$ cat config.mk
export PLATFORM = sky130hd
export DESIGN_NAME = btn_mode_ctrl
export DESIGN_NICKNAME = d
export VERILOG_FILES = /design/src/rtl/leggiero_pkg.sv /design/src/rtl/btn_debounce.sv /design/src/rtl/btn_mode_ctrl.sv
export SDC_FILE = /design/constraint.sdc
export NUM_CORES = 1
export LEC_CHECK = 0
export CAP_MARGIN = 25
export CORE_MARGIN = 2
export CORE_UTILIZATION = 60
export DETAILED_ROUTE_END_ITERATION = 7
export GPL_ROUTABILITY_DRIVEN = 0
export PLACE_DENSITY = 0.85
export SETUP_SLACK_MARGIN = 0.2
export SYNTH_ARGS = -nofsm -noshare
export SYNTH_HDL_FRONTEND = slang
export SYNTH_SLANG_ARGS = --single-unit
$ cat constraint.sdc
create_clock -name CLKA -period 2.9 [get_ports CLKA]
set_input_delay 0.58 -clock CLKA [delete_from_list [all_inputs] [get_ports CLKA]]
set_output_delay 0.58 -clock CLKA [all_outputs]
set_load 0.05 [all_outputs]
$ cat src/rtl/leggiero_pkg.sv
// Shared definitions for the Leggiero button front end: BTN1 FSM encoding
// and the default 20 MHz timing constants.
package leggiero_pkg;

   // BTN1 press-tracking FSM states.
   typedef enum logic [1:0] {
      StIdle     = 2'd0,
      StHeld     = 2'd1,
      StLongHeld = 2'd2
   } btn1_state_e;

   // Default timing for a 20 MHz CLKA.
   localparam int unsigned DEBOUNCE_1MS = 20000;    // 1 ms stable window
   localparam int unsigned LONG_50MS    = 1000000;  // 50 ms long-press window

   // Width needed to hold the values 0 .. n-1, never less than one bit.
   function automatic int unsigned cnt_width(input int unsigned n);
      return (n > 1) ? $clog2(n) : 1;
   endfunction

endpackage

$ cat src/rtl/btn_debounce.sv
// One push-button input chain: a 2-FF synchronizer followed by a counting
// debouncer. Reports the debounced level plus registered press/release pulses.
module btn_debounce
   import leggiero_pkg::*;
#(
   parameter int unsigned DEBOUNCE_CYCLES = DEBOUNCE_1MS
) (
   input  logic clk_i,
   input  logic rst_ni,     // synchronous, active-low
   input  logic btn_ni,     // raw button, asynchronous, active-low
   output logic stable_o,   // debounced level, idles high
   output logic press_o,    // one cycle when stable falls
   output logic release_o   // one cycle when stable rises
);

   localparam int unsigned CntW = cnt_width(DEBOUNCE_CYCLES);
   localparam logic [CntW-1:0] CntLast = CntW'(DEBOUNCE_CYCLES - 1);

   logic            sync1_q, sync2_q;
   logic [CntW-1:0] cnt_q, cnt_d;
   logic            stable_q, stable_d;
   logic            press_q, press_d;
   logic            release_q, release_d;
   logic            differ;

   // Count consecutive cycles that the synchronized level disagrees with the
   // accepted level; any agreement restarts the window, so short glitches
   // never produce an event.
   always_comb begin
      cnt_d     = '0;
      stable_d  = stable_q;
      press_d   = 1'b0;
      release_d = 1'b0;
      differ    = (sync2_q != stable_q);
      if (differ) begin
         if (cnt_q >= CntLast) begin
            // Window complete: accept the new level.
            stable_d  = ~stable_q;
            press_d   = stable_q;
            release_d = ~stable_q;
            cnt_d     = '0;
         end else begin
            cnt_d = cnt_q + 1'b1;
         end
      end
   end

   // Synchronizer and debounce state, synchronous reset to the idle-high level.
   always_ff @(posedge clk_i) begin
      if (!rst_ni) begin
         sync1_q   <= 1'b1;
         sync2_q   <= 1'b1;
         cnt_q     <= '0;
         stable_q  <= 1'b1;
         press_q   <= 1'b0;
         release_q <= 1'b0;
      end else begin
         sync1_q   <= btn_ni;
         sync2_q   <= sync1_q;
         cnt_q     <= cnt_d;
         stable_q  <= stable_d;
         press_q   <= press_d;
         release_q <= release_d;
      end
   end

   assign stable_o  = stable_q;
   assign press_o   = press_q;
   assign release_o = release_q;

endmodule

$ cat src/rtl/btn_mode_ctrl.sv
// Button front end for the backscatter core. BTN0 steps a wrap-around mode
// index; BTN1 short press toggles tx_en, long press aborts (tx off, mode 0).
// Every output is a flop; no input reaches an output combinationally.
module btn_mode_ctrl
   import leggiero_pkg::*;
#(
   parameter int unsigned DEBOUNCE_CYCLES   = DEBOUNCE_1MS,
   parameter int unsigned LONG_PRESS_CYCLES = LONG_50MS,
   parameter int unsigned NUM_MODES         = 4,
   parameter int unsigned MODE_W            = 2
) (
   input  logic              CLKA,
   input  logic              RSTBTN,    // synchronous, active-low
   input  logic              BTN0,      // mode button, active-low
   input  logic              BTN1,      // transmit button, active-low
   output logic [MODE_W-1:0] mode,
   output logic              mode_chg,
   output logic              tx_en,
   output logic              abort
);

   localparam int unsigned HoldW = cnt_width(LONG_PRESS_CYCLES);
   localparam logic [HoldW-1:0]  HoldLast = HoldW'(LONG_PRESS_CYCLES - 1);
   localparam logic [MODE_W-1:0] ModeLast = MODE_W'(NUM_MODES - 1);

   logic btn0_stable, btn0_press, btn0_release;
   logic btn1_stable, btn1_press, btn1_release;
   logic unused_sigs;

   btn1_state_e       state_q;
   logic [HoldW-1:0]  hold_cnt_q;
   logic [MODE_W-1:0] mode_q;
   logic              mode_chg_q;
   logic              tx_en_q;
   logic              abort_q;

   btn_debounce #(
      .DEBOUNCE_CYCLES (DEBOUNCE_CYCLES)
   ) u_dbn0 (
      .clk_i     (CLKA),
      .rst_ni    (RSTBTN),
      .btn_ni    (BTN0),
      .stable_o  (btn0_stable),
      .press_o   (btn0_press),
      .release_o (btn0_release)
   );

   btn_debounce #(
      .DEBOUNCE_CYCLES (DEBOUNCE_CYCLES)
   ) u_dbn1 (
      .clk_i     (CLKA),
      .rst_ni    (RSTBTN),
      .btn_ni    (BTN1),
      .stable_o  (btn1_stable),
      .press_o   (btn1_press),
      .release_o (btn1_release)
   );

   // Levels and the BTN0 release are not needed by the command logic.
   assign unused_sigs = btn0_stable ^ btn1_stable ^ btn0_release;

   // Mode index successor with wrap at NUM_MODES-1.
   function automatic logic [MODE_W-1:0] next_mode(input logic [MODE_W-1:0] m);
      return (m == ModeLast) ? '0 : m + 1'b1;
   endfunction

   // BTN1 FSM, mode counter and registered command outputs.
   always_ff @(posedge CLKA) begin
      if (!RSTBTN) begin
         state_q    <= StIdle;
         hold_cnt_q <= '0;
         mode_q     <= '0;
         mode_chg_q <= 1'b0;
         tx_en_q    <= 1'b0;
         abort_q    <= 1'b0;
      end else begin
         mode_chg_q <= 1'b0;
         abort_q    <= 1'b0;
         unique case (state_q)
            StIdle: begin
               // BTN1 wins a same-cycle collision; BTN0 is only honoured here.
               if (btn1_press) begin
                  state_q    <= StHeld;
                  hold_cnt_q <= '0;
               end else if (btn0_press) begin
                  mode_q     <= next_mode(mode_q);
                  mode_chg_q <= 1'b1;
               end
            end
            StHeld: begin
               if (hold_cnt_q >= HoldLast) begin
                  state_q    <= StLongHeld;
                  abort_q    <= 1'b1;
                  tx_en_q    <= 1'b0;
                  mode_q     <= '0;
                  mode_chg_q <= (mode_q != '0);
               end else if (btn1_release) begin
                  tx_en_q <= ~tx_en_q;
                  state_q <= StIdle;
               end else begin
                  hold_cnt_q <= hold_cnt_q + 1'b1;
               end
            end
            StLongHeld: begin
               // Release after an abort has no further effect.
               if (btn1_release) begin
                  state_q <= StIdle;
               end
            end
            default: state_q <= StIdle;
         endcase
      end
   end

   assign mode     = mode_q;
   assign mode_chg = mode_chg_q;
   assign tx_en    = tx_en_q;
   assign abort    = abort_q;

endmodule

* Word level (Yosys, flattened, before mapping) *
Cells that the tools add are included.

operators by class
  multipliers = 0
  equal/unequal tests = 11
  add/subtract/negate cells = 4
  muxes and demuxes = 20
  $lt $le $gt $ge = 3
  shift-type cells = 0
  divide/modulo/power cells = 0
  bitwise logic cells = 6
  reductions and logical operators = 14

operator list
  cell                                                    count
  two-way mux 20 bit                                      3
  case mux 20 bit (2 select lines)                        1
  adder 15 x 1 -> 15 bit (second input constant)          2
  >= comparator 15 bit (second input constant)            2
  adder 20 x 1 -> 20 bit (second input constant)          1
  >= comparator 20 bit (second input constant)            1
  two-way mux 2 bit                                       7
  inequality test 2 bit (second input constant)           4
  AND reduction 2 bit                                     4
  AND reduction 4 bit                                     2
  two-way mux 1 bit                                       6
  NOT 1 bit                                               6
  case mux 2 bit (3 select lines)                         1
  AND reduction 3 bit                                     2
  nonzero test 2 bit                                      3
  OR reduction 3 bit                                      2
  == test 2 bit (second input constant)                   2
  inequality test 2 x 1 -> 1 bit (second input constant)  2
  case mux 2 bit (2 select lines)                         1
  adder 2 x 1 -> 2 bit (second input constant)            1
  == test 2 x 1 -> 1 bit (second input constant)          1
  zero test 2 bit                                         1
  inequality test 1 bit                                   2
  case mux 1 bit (2 select lines)                         1

word-level totals
  memories = 0
  bits of input ports = 4
  bits in writable memories = 0
  bits in latches = 0
  register bits = 66
  bits in read-only memories = 0
  output and inout port bits = 5

* Logic depth before layout (Yosys ltp) *
  depth in word-level cells = 5
  depth in mapped cells = 8
  gate-level depth less buffers = 6

* Hierarchy *
A second synthesis with hierarchy kept.

unflattened totals
  cells, all modules = 355
  area total of the unflattened synthesis = 3,148.0 sq um

modules (own cells, without submodules)
  module         cells each  area each (sq um)  instances
  btn_debounce   93          840.8              2
  btn_mode_ctrl  169         1,466.4            1

* Worst setup path before layout *
No wires, ideal clock.

  path type = flip-flop to flip-flop
  start = register hold_cnt_q[0]
  end = register hold_cnt_q[6]
  arrival = 1.706 ns
  library setup time = 0.135 ns
  cell stages (with the launch flop) = 9
  slack = 1.059 ns
  data required time = 2.765 ns
  path buffers = 2
  path through = dfxtp_1 > ha_1 > nand3_1 > o211ai_1 > and4_1 > buf_2 > buf_2 > o311ai_0 > o41ai_1

on the way
  longest elaborated chain between the ends = 4

ends and longest elaborated chain
  what                              line                  text
  start, declared                   btn_mode_ctrl.sv:31   logic [HoldW-1:0] hold_cnt_q;
  start signal, assigned            btn_mode_ctrl.sv:101  hold_cnt_q <= hold_cnt_q + 1'b1;
  adder 20 x 1 -> 20 bit            btn_mode_ctrl.sv:101
  two-way mux 20 bit                btn_mode_ctrl.sv:97   end else if (btn1_release) begin
  two-way mux 20 bit                btn_mode_ctrl.sv:91   if (hold_cnt_q >= HoldLast) begin
  case mux 20 bit (2 select lines)  btn_mode_ctrl.sv:79   unique case (state_q)

Several ways; a longest one is shown, not always the timed one. The select of a mux whose other input is x is not followed.
A chain may end at the register's enable or synchronous reset.

* Final worst setup path *
  start = register hold_cnt_q[0]
  end = register hold_cnt_q[1]

Same word-level chain as after synthesis.

==> impl_metrics.toml <==
[clocking]
cts_tree = "done"
clock_latency_ps = 340
root_buffer = "clkbuf_8"
holdBufCountCts = 0
clkTransAtPathRegs_ps = 70
htreeDepth = 3
cts-resized-gates = 0
clock-sinks = 66
cts.path.max_buffers = 2
postCtsSetupRepairBufs = 0
cts_buffers = 9

[power]
power.switching_uw = 373
p_sw_share_pct = 20.4
clkPwrFrac_pct = 47.8
p_seq_share_pct = 49.9
vdd_drop_max_mv = 0.590
cellPowerDensity_mw_per_mm2 = 540
comb_power_share_pct = 2.3
p_leak_nw = 1.16
p_int_mw = 1.46

[sta]
slew_violations = 0
finalHoldViolCount = 0
finalClockSkew_ps = 7.94
rsz0062_at_grt = "no"
max_freq_mhz = 449
fin_crit_sh_pct = 76.9
fin_crit_ps = 2230
tightest_slew_ps = 587
setup_tns_ps = 0
relSlewSlack_pct = 60.9
setup-violations-final = 0

[synth]
synth-seq-cells = 66
synth_area_leaders = "dfxtp_1 (44%), nor2_1 (5.7%), xor2_1 (5.2%), mux2i_1 (5.0%), nand2_1 (4.2%)"
ys.flop_type = "dfxtp_1"
async_reset_ff_share_pct = 0
synth_commonest_cells = "dfxtp_1 (66), nor2_1 (46), nand2_1 (34), nand3_1 (23), nand4_1 (19)"
synth.most_common_cell = "dfxtp_1"
yosys.area.top_type = "dfxtp_1"
syn_avg_cell_area_um2 = 8.62
synth_cells = 351
ys_seq_area_share_pct = 43.7
synth_top_area_share_pct = 43.7
synth_cell_type_count = 41
synthesis.nets = 360
synth-edff-count = 0
yosys_warnings = 0
netlist_area_mm2 = 0.00303

[die]
start_util_pct = 63.2
die_w_um = 75.0
rows = 25
core_area_mm2 = 0.00479
die_area_mm2 = 0.00563
num_io_pins = 9
die_y_um = 75.0

[global_routing]
grt_pass1_wl_mm = 9.92
grt-busiest-layer = "met2"
track_usage_pct = 23.2
met1_usage_pct = 31.5
use_met2_pct = 34.8
use_met3_pct = 4.95
grt_max_degree = 31
antenna_found_initial = 0
grt_pass1_vias = 2198
overflow = 0

[cells_and_area]
num-nets-final = 370
finalInstanceArea_mm2 = 0.00339
drive_above_1_share_pct = 5.74
diodes = 0
area_growth_pct = 12.1
utilization_pct = 70.9

[setup_path]
r2r_cells = 6
end_kind = "register"
rrSetupSlack_ps = 670
worst_setup_path_start_kind = "register"
worstPathMaxFanout = 17
crit_arrival_ps = 2440
required_ps = 3110
worstSetupPathType = "register to register"

[job]
max_cap_viol_count = 0

[detailed_routing]
drc_errors = 0
wire_per_inst_um = 13.4
via_per_inst = 5.78
drt_wl_total_mm = 5.81
vias = 2502
drt_iter0_markers = 248
ant_nets = 0
dr.pass1.iters = 7

[hold_path]
hold_class = "register to register"
hold_depth = 1

[run_status]
status = "complete, no violations"

[place]
port-buffer-count = 8
hpwlAfterDp_mm = 3.93
placed_area_mm2 = 0.00316
-- cell usage in the layout, fill, tap and decap left out, types with 5 or more instances in the layout --
| cell type | netlist | final |
|---|---|---|
| inv_1 | 11 | 11 |
| xnor2_1 | 8 | 8 |
| mux2i_1 | 15 | 15 |
| a21oi_1 | 6 | 5 |
| nand4_1 | 19 | 19 |
| clkdlybuf4s50_1 | 0 | 8 |
| nor2_1 | 46 | 46 |
| ha_1 | 5 | 5 |
| nor3_1 | 9 | 9 |
| or3_1 | 5 | 5 |
| clkbuf_8 | 0 | 11 |
| nor4_1 | 6 | 6 |
| nand2_1 | 34 | 34 |
| nand2b_1 | 18 | 18 |
| nand3_1 | 23 | 23 |
| dfxtp_1 | 66 | 66 |
| xor2_1 | 18 | 18 |
-- worst max-delay path, stage by stage (launching register included) --
cell	delay [ps]
dfxtp_1	400
ha_1	200
nand3_1	200
o211ai_1	320
and4_1	630
nor3_1	180
mux2i_1	170
-- final timing paths --
check,start,endpoint
setup / recovery,hold_cnt_q[0]$_SDFFE_PN0P_,hold_cnt_q[1]$_SDFFE_PN0P_
setup reg to reg,hold_cnt_q[0]$_SDFFE_PN0P_,hold_cnt_q[1]$_SDFFE_PN0P_
hold reg to reg,u_dbn0.sync1_q$_SDFF_PN1_,u_dbn0.sync2_q$_SDFF_PN1_
hold / removal,u_dbn0.sync1_q$_SDFF_PN1_,u_dbn0.sync2_q$_SDFF_PN1_
-- logic make-up after synthesis --
group | Yosys count | synth area share, %
simple gates | 181 | 30.3
mux | 15 | 4.96
fa+ha+maj | 5 | 2.07
flops | 66 | 43.7
buf+inv | 23 | 3.14
xor+xnor | 26 | 7.52
compound gates | 35 | 8.35
-- layout make-up --
class,count,area (um^2)
clock buffers,12,155
clock inverters,4,73.8
inverters,11,41.3
multi-input cells,262,1610
flip-flops and latches,66,1320
repair buffers,11,103
fillers,376,1390
well taps,67,83.8
-- stage by stage --
stage	std cells	total power [mW]	hold slack [ps]	setup slack, ps
final	433	1.83	405	671
after CTS	433	1.84	408	713
after global placement	416	0.975	389	751
after floorplan	351	0.963	386	1060
after global routing	433	1.89	417	464
after detailed placement	417	0.976	398	743
-- layer usage --
layer | part of all wire (%) | up-vias
met2 | 47 | 54
met3 | 3.9 | 12
li1 | - | 1264
met4 | 2.3 | 0
met5 | 0 | -
met1 | 47 | 1172
-- flip-flops by register name (all words and copies together), names as in the netlist, 2 cells and up --
register      flops
u_dbn1.cnt_q     15
state_q           2
mode              2
hold_cnt_q       20
u_dbn0.cnt_q     15
-- power by group through the flow --
stage	sequential (mW)	combinational, mW	clock (mW)
2_1_floorplan	0.939	0.0245	0
3_3_place_gp	0.935	0.0405	0
3_5_place_dp	0.935	0.0415	0
4_1_cts	0.914	0.0419	0.888
5_1_grt	0.914	0.0461	0.926
6_report	0.914	0.0416	0.875
(Power assumes the default switching activity.)
